`src/rtl/rpn_pkg.sv`:
```
// rpn_pkg: shared types for the RPN stack engine.
//   rpn_op_e      - 3-bit command opcode (RPN_NOP..RPN_SWAP)
//   rpn_state_e   - engine FSM state (IDLE, MUL, WB)
//   MIN_DEPTH_*   - operands each opcode needs on the stack
//   rpn_min_depth - opcode -> minimum stack occupancy lookup
package rpn_pkg;

  typedef enum logic [2:0] {
    RPN_NOP  = 3'd0,
    RPN_PUSH = 3'd1,
    RPN_POP  = 3'd2,
    RPN_ADD  = 3'd3,
    RPN_SUB  = 3'd4,
    RPN_MUL  = 3'd5,
    RPN_DUP  = 3'd6,
    RPN_SWAP = 3'd7
  } rpn_op_e;

  typedef enum logic [1:0] {
    ST_IDLE = 2'd0,
    ST_MUL  = 2'd1,
    ST_WB   = 2'd2
  } rpn_state_e;

  localparam int unsigned MIN_DEPTH_NONE   = 0;
  localparam int unsigned MIN_DEPTH_UNARY  = 1;
  localparam int unsigned MIN_DEPTH_BINARY = 2;

  function automatic int unsigned rpn_min_depth(input rpn_op_e op);
    case (op)
      RPN_POP, RPN_DUP:                   return MIN_DEPTH_UNARY;
      RPN_ADD, RPN_SUB, RPN_MUL, RPN_SWAP: return MIN_DEPTH_BINARY;
      default:                            return MIN_DEPTH_NONE;
    endcase
  endfunction

endpackage

```
`src/rtl/rpn_seq_mult.sv`:
```
// rpn_seq_mult: unsigned shift-add multiplier, one partial product per cycle.
//   clock, reset_n : clock, asynchronous active-low reset
//   start          : latch a/b and begin; ignored while busy is irrelevant
//                    because the engine only starts it from IDLE
//   a, b           : unsigned operands (multiplicand, multiplier)
//   done           : high during the last of the DATA_W iterations; product
//                    holds the full result from the following cycle on
//   product        : 2*DATA_W-bit accumulator
module rpn_seq_mult #(
  parameter int DATA_W = 32
) (
  input  logic                  clock,
  input  logic                  reset_n,
  input  logic                  start,
  input  logic [DATA_W-1:0]     a,
  input  logic [DATA_W-1:0]     b,
  output logic                  done,
  output logic [2*DATA_W-1:0]   product
);

  localparam int IT_W = $clog2(DATA_W + 1);
  localparam logic [IT_W-1:0] LAST_IT = IT_W'(DATA_W - 1);

  logic                busy_q, busy_d;
  logic [IT_W-1:0]     it_q, it_d;
  logic [2*DATA_W-1:0] mcand_q, mcand_d;
  logic [2*DATA_W-1:0] acc_q, acc_d;
  logic [DATA_W-1:0]   mplier_q, mplier_d;

  always_comb begin
    busy_d   = busy_q;
    it_d     = it_q;
    mcand_d  = mcand_q;
    acc_d    = acc_q;
    mplier_d = mplier_q;
    if (start) begin
      busy_d   = 1'b1;
      it_d     = '0;
      acc_d    = '0;
      mcand_d  = {{DATA_W{1'b0}}, a};
      mplier_d = b;
    end else if (busy_q) begin
      // Add the shifted multiplicand for each set multiplier bit, LSB first.
      if (mplier_q[0]) acc_d = acc_q + mcand_q;
      mcand_d  = mcand_q << 1;
      mplier_d = mplier_q >> 1;
      it_d     = it_q + IT_W'(1);
      if (it_q == LAST_IT) busy_d = 1'b0;
    end
  end

  always_ff @(posedge clock or negedge reset_n) begin
    if (!reset_n) begin
      busy_q   <= 1'b0;
      it_q     <= '0;
      mcand_q  <= '0;
      acc_q    <= '0;
      mplier_q <= '0;
    end else begin
      busy_q   <= busy_d;
      it_q     <= it_d;
      mcand_q  <= mcand_d;
      acc_q    <= acc_d;
      mplier_q <= mplier_d;
    end
  end

  assign done    = busy_q && (it_q == LAST_IT);
  assign product = acc_q;

endmodule

```
`src/rtl/rpn_stack_engine.sv`:
```
// rpn_stack_engine: DATA_W-wide, DEPTH-entry RPN operand stack with a
// valid/ready opcode port, occupancy count and sticky error flags.
//   clock, reset_n       : clock, asynchronous active-low reset
//   cmd_valid/cmd_ready  : command handshake (ready only while IDLE)
//   cmd_op, cmd_value    : opcode (rpn_op_e) and PUSH operand
//   err_clear            : clears the sticky error flags
//   stack0, stack1       : top and second stack entries
//   depth                : number of valid entries, 0..DEPTH
//   err_overflow         : PUSH/DUP attempted while full (sticky)
//   err_underflow        : op issued with too few operands (sticky)
//   err_saturate         : only when RPN_SAT_EN is defined; an ADD/SUB/MUL
//                          result was clamped (sticky)
// Build option RPN_SAT_EN: signed saturation for ADD/SUB, all-ones clamp for
// MUL when the product exceeds DATA_W bits. Undefined: results wrap.
module rpn_stack_engine
  import rpn_pkg::*;
#(
  parameter int DATA_W = 32,
  parameter int DEPTH  = 32,
  parameter int CNT_W  = $clog2(DEPTH + 1)
) (
  input  logic              clock,
  input  logic              reset_n,
  input  logic              cmd_valid,
  output logic              cmd_ready,
  input  logic [2:0]        cmd_op,
  input  logic [DATA_W-1:0] cmd_value,
  input  logic              err_clear,
  output logic [DATA_W-1:0] stack0,
  output logic [DATA_W-1:0] stack1,
  output logic [CNT_W-1:0]  depth,
  output logic              err_overflow,
  output logic              err_underflow
`ifdef RPN_SAT_EN
  ,
  output logic              err_saturate
`endif
);

  rpn_state_e          state_q, state_d;
  logic [DATA_W-1:0]   stk_q [DEPTH];
  logic [DATA_W-1:0]   stk_d [DEPTH];
  logic [CNT_W-1:0]    depth_q, depth_d;
  logic                ovf_q, ovf_d, udf_q, udf_d;

  rpn_op_e             op;
  logic                accept, short_ops, full, mul_start;
  logic                mult_done;
  logic [2*DATA_W-1:0] mult_product;

  logic [DATA_W-1:0]   add_res, sub_res, mul_res;

  logic                ovf_set, udf_set;
  logic                push_en, bin_en;
  logic [DATA_W-1:0]   push_val, bin_res;

`ifdef RPN_SAT_EN
  logic sat_q, sat_d, sat_set;
  logic add_sat, sub_sat, mul_sat;

  // Signed add with clamp; MSB of the return value flags a clamp.
  function automatic logic [DATA_W:0] sat_add(input logic signed [DATA_W-1:0] x,
                                              input logic signed [DATA_W-1:0] y);
    logic signed [DATA_W:0] s;
    s = {x[DATA_W-1], x} + {y[DATA_W-1], y};
    if (s[DATA_W] != s[DATA_W-1])
      return {1'b1, s[DATA_W], {(DATA_W-1){~s[DATA_W]}}};
    return {1'b0, s[DATA_W-1:0]};
  endfunction

  function automatic logic [DATA_W:0] sat_sub(input logic signed [DATA_W-1:0] x,
                                              input logic signed [DATA_W-1:0] y);
    logic signed [DATA_W:0] s;
    s = {x[DATA_W-1], x} - {y[DATA_W-1], y};
    if (s[DATA_W] != s[DATA_W-1])
      return {1'b1, s[DATA_W], {(DATA_W-1){~s[DATA_W]}}};
    return {1'b0, s[DATA_W-1:0]};
  endfunction

  function automatic logic [DATA_W:0] sat_mul(input logic [2*DATA_W-1:0] p);
    if (|p[2*DATA_W-1:DATA_W]) return {1'b1, {DATA_W{1'b1}}};
    return {1'b0, p[DATA_W-1:0]};
  endfunction

  assign {add_sat, add_res} = sat_add(stk_q[1], stk_q[0]);
  assign {sub_sat, sub_res} = sat_sub(stk_q[1], stk_q[0]);
  assign {mul_sat, mul_res} = sat_mul(mult_product);
`else
  // Keep the low half only; the upper half is what wrap discards.
  function automatic logic [DATA_W-1:0] wrap_mul(input logic [2*DATA_W-1:0] p);
    return p[DATA_W-1:0];
  endfunction

  assign add_res = stk_q[1] + stk_q[0];
  assign sub_res = stk_q[1] - stk_q[0];
  assign mul_res = wrap_mul(mult_product);
`endif

  assign op        = rpn_op_e'(cmd_op);
  assign accept    = cmd_valid && cmd_ready;
  assign short_ops = depth_q < CNT_W'(rpn_min_depth(op));
  assign full      = depth_q == CNT_W'(DEPTH);

  rpn_seq_mult #(.DATA_W(DATA_W)) u_mult (
    .clock   (clock),
    .reset_n (reset_n),
    .start   (mul_start),
    .a       (stk_q[0]),
    .b       (stk_q[1]),
    .done    (mult_done),
    .product (mult_product)
  );

  // FSM: state register
  always_ff @(posedge clock or negedge reset_n) begin
    if (!reset_n) state_q <= ST_IDLE;
    else          state_q <= state_d;
  end

  // FSM: next state
  always_comb begin
    state_d = state_q;
    case (state_q)
      ST_IDLE: if (accept && op == RPN_MUL && !short_ops) state_d = ST_MUL;
      ST_MUL:  if (mult_done) state_d = ST_WB;
      ST_WB:   state_d = ST_IDLE;
      default: state_d = ST_IDLE;
    endcase
  end

  // FSM: outputs
  always_comb begin
    cmd_ready = (state_q == ST_IDLE);
    mul_start = (state_q == ST_IDLE) && cmd_valid && (op == RPN_MUL) && !short_ops;
  end

  // Stack datapath and error flags
  always_comb begin
    stk_d    = stk_q;
    depth_d  = depth_q;
    ovf_set  = 1'b0;
    udf_set  = 1'b0;
    push_en  = 1'b0;
    push_val = cmd_value;
    bin_en   = 1'b0;
    bin_res  = add_res;
`ifdef RPN_SAT_EN
    sat_set  = 1'b0;
`endif
    if (accept) begin
      if (short_ops) begin
        udf_set = 1'b1;
      end else begin
        case (op)
          RPN_PUSH: begin
            if (full) ovf_set = 1'b1;
            else begin push_en = 1'b1; push_val = cmd_value; end
          end
          RPN_DUP: begin
            if (full) ovf_set = 1'b1;
            else begin push_en = 1'b1; push_val = stk_q[0]; end
          end
          RPN_POP: begin
            for (int i = 0; i < DEPTH - 1; i++) stk_d[i] = stk_q[i+1];
            stk_d[DEPTH-1] = '0;
            depth_d = depth_q - CNT_W'(1);
          end
          RPN_SWAP: begin
            stk_d[0] = stk_q[1];
            stk_d[1] = stk_q[0];
          end
          RPN_ADD: begin
            bin_en  = 1'b1;
            bin_res = add_res;
`ifdef RPN_SAT_EN
            sat_set = add_sat;
`endif
          end
          RPN_SUB: begin
            bin_en  = 1'b1;
            bin_res = sub_res;
`ifdef RPN_SAT_EN
            sat_set = sub_sat;
`endif
          end
          default: ;  // NOP; MUL is started by the FSM and written back in WB
        endcase
      end
    end else if (state_q == ST_WB) begin
      bin_en  = 1'b1;
      bin_res = mul_res;
`ifdef RPN_SAT_EN
      sat_set = mul_sat;
`endif
    end

    if (push_en) begin
      for (int i = DEPTH - 1; i > 0; i--) stk_d[i] = stk_q[i-1];
      stk_d[0] = push_val;
      depth_d  = depth_q + CNT_W'(1);
    end

    // Two operands consumed, one result pushed: entries 2.. move up by one.
    if (bin_en) begin
      stk_d[0] = bin_res;
      for (int i = 1; i < DEPTH - 1; i++) stk_d[i] = stk_q[i+1];
      stk_d[DEPTH-1] = '0;
      depth_d = depth_q - CNT_W'(1);
    end

    // A new error in the clearing cycle wins over the clear.
    ovf_d = (ovf_q & ~err_clear) | ovf_set;
    udf_d = (udf_q & ~err_clear) | udf_set;
`ifdef RPN_SAT_EN
    sat_d = (sat_q & ~err_clear) | sat_set;
`endif
  end

  always_ff @(posedge clock or negedge reset_n) begin
    if (!reset_n) begin
      for (int i = 0; i < DEPTH; i++) stk_q[i] <= '0;
      depth_q <= '0;
      ovf_q   <= 1'b0;
      udf_q   <= 1'b0;
`ifdef RPN_SAT_EN
      sat_q   <= 1'b0;
`endif
    end else begin
      stk_q   <= stk_d;
      depth_q <= depth_d;
      ovf_q   <= ovf_d;
      udf_q   <= udf_d;
`ifdef RPN_SAT_EN
      sat_q   <= sat_d;
`endif
    end
  end

  assign stack0        = stk_q[0];
  assign stack1        = stk_q[1];
  assign depth         = depth_q;
  assign err_overflow  = ovf_q;
  assign err_underflow = udf_q;
`ifdef RPN_SAT_EN
  assign err_saturate  = sat_q;
`endif

endmodule

```
`config.mk`:
```
export PLATFORM = sky130hd
export DESIGN_NAME = rpn_stack_engine
export DESIGN_NICKNAME = d
export VERILOG_FILES = /design/src/rtl/rpn_pkg.sv /design/src/rtl/rpn_seq_mult.sv /design/src/rtl/rpn_stack_engine.sv
export SDC_FILE = /design/constraint.sdc
export NUM_CORES = 2
export LEC_CHECK = 0
export CORE_ASPECT_RATIO = 1.75
export CORE_MARGIN = 5
export CORE_UTILIZATION = 63
export CTS_CLUSTER_SIZE = 16
export DETAILED_ROUTE_END_ITERATION = 7
export GPL_TIMING_DRIVEN = 1
export PLACE_DENSITY = 0.81
export SLEW_MARGIN = 0
export SYNTH_ARGS = -nofsm -noshare
export SYNTH_HDL_FRONTEND = slang
export SYNTH_SLANG_ARGS = --single-unit
```
`constraint.sdc`:
```
create_clock -name clock -period 3.7 [get_ports clock]
set_input_delay 0.925 -clock clock [delete_from_list [all_inputs] [get_ports clock]]
set_output_delay 0.925 -clock clock [all_outputs]
set_load 0.05 [all_outputs]
```
---- Word-level counts from Yosys, hierarchy flattened ----
Index checks and enable logic that the tools add are counted.
operators by class
  add/subtract/negate cells ............... 6
  $lt $le $gt $ge ......................... 1
  equality and inequality tests ........... 15
  mux-type cells .......................... 49
  bitwise logic cells ..................... 5
  reductions and logical operators ........ 20
operators with widths
  operator               count
  $mux W1024             4
  $mux W960              1
  $mux W32               10
  $mux W64               5
  $pmux W64 S2           1
  $add A64 B64 Y64       1
  $mux W6                7
  $add A32 B32 Y32       1
  $sub A32 B32 Y32       1
  $mux W1                17
  $add A6 B1 Y6 const B  2
  $eq A3 B3 Y1 const B   4
  $pmux W2 S2            2
  $eq A3 B2 Y1 const B   2
  $eq A6 B5 Y1 const B   1
  $eq A6 B6 Y1 const B   1
  $lt A6 B6 Y1           1
  $ne A6 B6 Y1 const B   1
  $reduce_and A3 Y1      2
  $reduce_bool A3 Y1     2
  $reduce_or A2 Y1       3
  $sub A6 B1 Y6 const B  1
  $logic_and A1 B1 Y1    4
  $mux W2                2
  other kinds (16)       20
word-level totals
  register bits ........................... 1201
  bits of input ports ..................... 39
  output and inout bits ................... 73
  logic and storage cells ................. 137

---- Logic depth before layout (Yosys ltp) ----
  word-level depth ........................ 8
  mapped depth ............................ 14
  depth with buffers taken out ............ 12

---- Cells and area by module ----
A second synthesis with hierarchy kept.
second synthesis, totals
  cells, all modules ...................... 7396
  area total of the unflattened synthesis .. 60935.9 um2
modules (own cells, without submodules)
  module            instances  cells an instance  area an instance (um2)  seq. area each (um2)
  rpn_stack_engine  1          6244               50579.8                 25874.8
  rpn_seq_mult      1          1152               10356.2                 4179.0

---- Worst setup path after synthesis ----
OpenSTA, ideal clock, no wires.
  kind .................................... input -> register
  from .................................... input cmd_op[2]
  to ...................................... register stk_q[237] (netlist name)
  library setup time ...................... 82 ps
  arrival time ............................ 3328 ps
  data required time ...................... 3618 ps
  path slack .............................. 290 ps
  stages .................................. 12
  path buffers ............................ 4
  path through ............................ clkbuf_1 nor2b_1 a21oi_1 ha_1 a2111o_1 nand2_1 nor3_2 buf_2 clkbuf_1 clkbuf_1 nand2_1 a31oi_1
on the way
  cells in the longest elaborated chain, start to end .. 8
  elaborated cells between the ends (all ways) .. 25
ends and longest elaborated chain
  what                                                                     RTL line                 text
  from (decl)                                                              rpn_stack_engine.sv:26   input logic [2:0] cmd_op,
  $eq A3 B3 Y1, or another cell as far along                               rpn_pkg.sv:30            case (op)
  $reduce_or A4 Y1 / $reduce_or A2 Y1 (equally long branches)              rpn_pkg.sv:30
  $pmux W2 S2                                                              rpn_pkg.sv:30
  $lt A6 B6 Y1                                                             rpn_stack_engine.sv:101  assign short_ops = depth_q < CNT_W'(rpn_min_depth(op));
  $mux W1                                                                  rpn_stack_engine.sv:151  if (short_ops) begin
  $mux W1                                                                  rpn_stack_engine.sv:150  if (accept) begin
  $ne A3 B1 Y1 (no source line), or another cell as far along              --
  $reduce_and A3 Y1 (no source line) / $mux W1024 (equally long branches)  --
  to (signal assigned)                                                     rpn_stack_engine.sv:229  stk_q <= stk_d;
  to (decl)                                                                rpn_stack_engine.sv:41   logic [DATA_W-1:0] stk_q [DEPTH];
Several ways; a longest one is shown, not always the timed one.
A chain may end at the register's enable or synchronous reset.

---- Final worst setup path ----
  from .................................... register stk_q, in the netlist stack0[2]
  to ...................................... register stk_q, in the netlist stack0[28]
on the way
  cells in the longest elaborated chain, start to end .. 5
  elaborated cells between the ends (all ways) .. 7
ends and longest elaborated chain
  what                                                         RTL line                                        text
  $add A32 B32 Y32 / $sub A32 B32 Y32 (equally long branches)  rpn_stack_engine.sv:94, rpn_stack_engine.sv:95
  $mux W32                                                     rpn_stack_engine.sv:154                         case (op)
  $mux W32                                                     rpn_stack_engine.sv:151
  $mux W32 (*)                                                 rpn_stack_engine.sv:150
  $mux W1024 (*)                                               rpn_stack_engine.sv:204                         if (bin_en) begin
Mark *: on every way between the ends. The rest lies on a longest branch, timed or not.

==> impl_metrics.toml <==
[global_route]
grt_pass1_vias = 46000
grt.total_usage_pct = 28.8
grt_overflow = 0
grt_max_degree = 138
grt_pass1_wl_um = 233000
antenna_found_initial = 0

[worst_setup_path]
crit_required_ns = 4.24
cp_max_fo = 6
worstSetupPathType = "flip-flop to flip-flop"
critPathCaptureType = "flip-flop"
reg2reg_setup_slack_ns = 0.12
rr_worst_depth = 14
critPathArrivalTime_ns = 4.12
rr_endpoint = "stack0[28]"
reg2reg_from = "stack0[2]"
critPathLaunchType = "flip-flop"

[cells_and_area]
drive_gt1_share_pct = 7.99
nets = 6980
seqCellArea_mm2 = 0.0285
final_area_mm2 = 0.0637
multi_input_area_mm2 = 0.0252
n_fill_cell = 6687
synthToLayoutAreaGrowth_pct = 12.6

[clock_tree]
cts_buffer_depth = 3
clock-sinks = 1137
cts_root_buf = "clkbuf_16"
clk_latency_ns = 0.68
cts_hold_buf = 0
numCtsBuffers = 97
cts_tree = "built"
htreeDepth = 3
cts_resized = 0
post_cts_buffers = 0
clkTransAtPathRegs_ns = 0.07

[yosys]
netlist_area_mm2 = 0.0566
synth_edf_count = 0
yosys.area.top_type = "dfrtp_1"
synth_most_common_cell = "nand2_1"
syn_inst = 6855
ys_async_sr_fraction_pct = 100
synth_cell_types = 83
synthFlopType = "dfrtp_1"
synth-seq-area-share_pct = 50.3
avgSynthCellArea_um2 = 8.25
synth_fp_nets = 6995
synth_top_area_share_pct = 50.3
ys_ff_latch = 1137
yosysWarnings = 0
yosys-top-cells-area = "dfrtp_1 50%, nand2_1 14%, a31oi_1 10%"
synth_common_cells = "2094 x nand2_1, 1137 x dfrtp_1, 1024 x nor2_1, 946 x a31oi_1, 288 x clkbuf_1"

[die]
dieArea_mm2 = 0.0961
chipHeight_um = 406
pin_count = 112
core.rowCount = 145
start_util_pct = 63.4
fp.coreArea_mm2 = 0.0893
die_w_um = 236

[run_status]
status = "finished clean"

[pwr]
power_density_mw_per_mm2 = 922
pwr-share-seq_pct = 39.5
leakagePower_nw = 28.6
internal-power_w = 0.0346
switching_share_pct = 41.0
p_switching_w = 0.0241
clkPwrFrac_pct = 18.8
peakVddDrop_mv = 0.538
p_comb_share_pct = 41.6

[timing]
tightest_slew_ns = 0.808
slew_violations = 0
fin_ws_ns = 0.115
period_needed_ns = 3.58
fmax_ghz = 0.279
hold_violations = 0
max-slew-margin-rel_pct = 46.1
setup_viol = 0
period_share_pct = 96.9
fin_skew_ns = 0.0208
rsz0062_at_grt = "no"

[route]
drc_errors = 0
postRouteAntennaNets = 0
wl_met3_um = 5560
wire_per_inst_um = 17.4
viasPerCell = 5.99
first_pass_iters = 8
vias = 48500
top_layer = "met4"
wl_met2_um = 69500
wl_met1_um = 57700
drt_first_iter_violations = 4724
wirelength_um = 141000

[place]
detailed_place.area_mm2 = 0.0602
pre_cts_ws_ns = -0.187
dp_hpwl_um = 95400
gp_congestion = 0.964
port_buffers = 111

[min_path]
min_path_type = "input pin to async pin"

[flow_run]
max-cap-violations = 0
stage by stage:
stage	std cells	hold WS [ns]	total power [W]	setup TNS [ns]	utilization, %
3_5_place_dp	7917	0.491	0.0473	-32.76	67.5
5_1_grt	8096	0.341	0.0628	0	71.3
4_1_cts	8096	0.301	0.0587	0	71.3
3_3_place_gp	7917	0.488	0.0463	-6.13	67.5
6_report	8097	0.342	0.0587	0	71.3
2_1_floorplan	6855	0.468	0.0395	0	-
routing by layer:
layer | vias up | global-route usage [%]
li1 | 23200 | -
met1 | 23700 | 36.9
met2 | 1277 | 48.5
met3 | 386 | 3.29
met4 | 0 | 15.6
met5 | - | 0
flip-flops by register name, indices dropped and copies added, names as in the netlist:
name,flops
depth,6
err_overflow,1
err_underflow,1
stack0,32
stack1,32
state_q,2
stk_q,960
u_mult.busy_q,1
u_mult.it_q,6
u_mult.mcand_q,32
u_mult.mplier_q,32
u_mult.product,32
power by group through the flow:
stage               Sequential [W]  Clock, W  Combinational, W
global placement            0.0229         0            0.0233
detailed placement          0.0232         0            0.0241
floorplan                   0.0220         0            0.0175
global route                0.0240    0.0117            0.0271
CTS                         0.0231    0.0112            0.0244
finish                      0.0232    0.0110            0.0244
worst max-delay path by stage:
stage | to | from | depth (start not counted)
2_1_floorplan | stk_q[237] | cmd_op[2] | 12
5_1_grt | stack0[28] | stack0[2] | 14
4_1_cts | stack0[31] | stack0[2] | 14
3_5_place_dp | stack1[7] | cmd_op[2] | 12
3_3_place_gp | stack1[0] | cmd_op[2] | 12
6_report | stack0[28] | stack0[2] | 14
cells by family (layout without fill, tap and decap cells):
logic type      after synthesis  in the layout  share of synthesized area, %
xor+xnor                     73             73                          1.13
mux                          97             97                          1.72
simple gates               3282           3282                          22.5
flops                      1137           1137                          50.3
other cells                   0              1                             0
fa+ha+maj                   101            101                          2.27
buf+inv                     652            717                          5.29
compound gates             1513           1513                          16.8
critical path, cell delays in order (launching register included):
cell and delay, ns:
dfrtp_1 0.48, inv_1 0.12, ha_1 0.32, buf_4 0.16, nor2b_1 0.14, o31a_1 0.32
o221a_2 0.35, o41ai_2 0.54, buf_4 0.21, nor4_1 0.05, buf_4 0.16, a211oi_1 0.20
o2bb2ai_1 0.12, xnor2_1 0.18, o21ai_0 0.09
cell type report:
type	instances	share of cell area [%]
sequential	1137	44.7
multi-input combinational	5066	39.5
timing repair buffer	467	7.66
clock buffer	135	4.40
tap	1176	2.31
clock inverter	44	0.990
inverter	71	0.419
antenna	1	0.00393
placed cells by master, fill, tap and decap left out, types with 17 or more instances in the layout:
cell,instances
mux2i_1,97
a21o_1,22
nand2_1,2094
clkbuf_8,19
nand3_1,40
nor2_1,1020
a22o_1,36
a21oi_1,155
a211oi_1,20
ha_1,98
clkbuf_16,99
dfrtp_1,1136
buf_12,87
xor2_1,22
o21ai_0,185
clkbuf_1,17
a22oi_1,17
xnor2_1,51
clkinv_2,18
inv_1,69
buf_4,269
a31oi_1,946
clkdlybuf4s50_1,110
nor2b_1,18
Note: power is estimated with default switching activity, not from simulation.
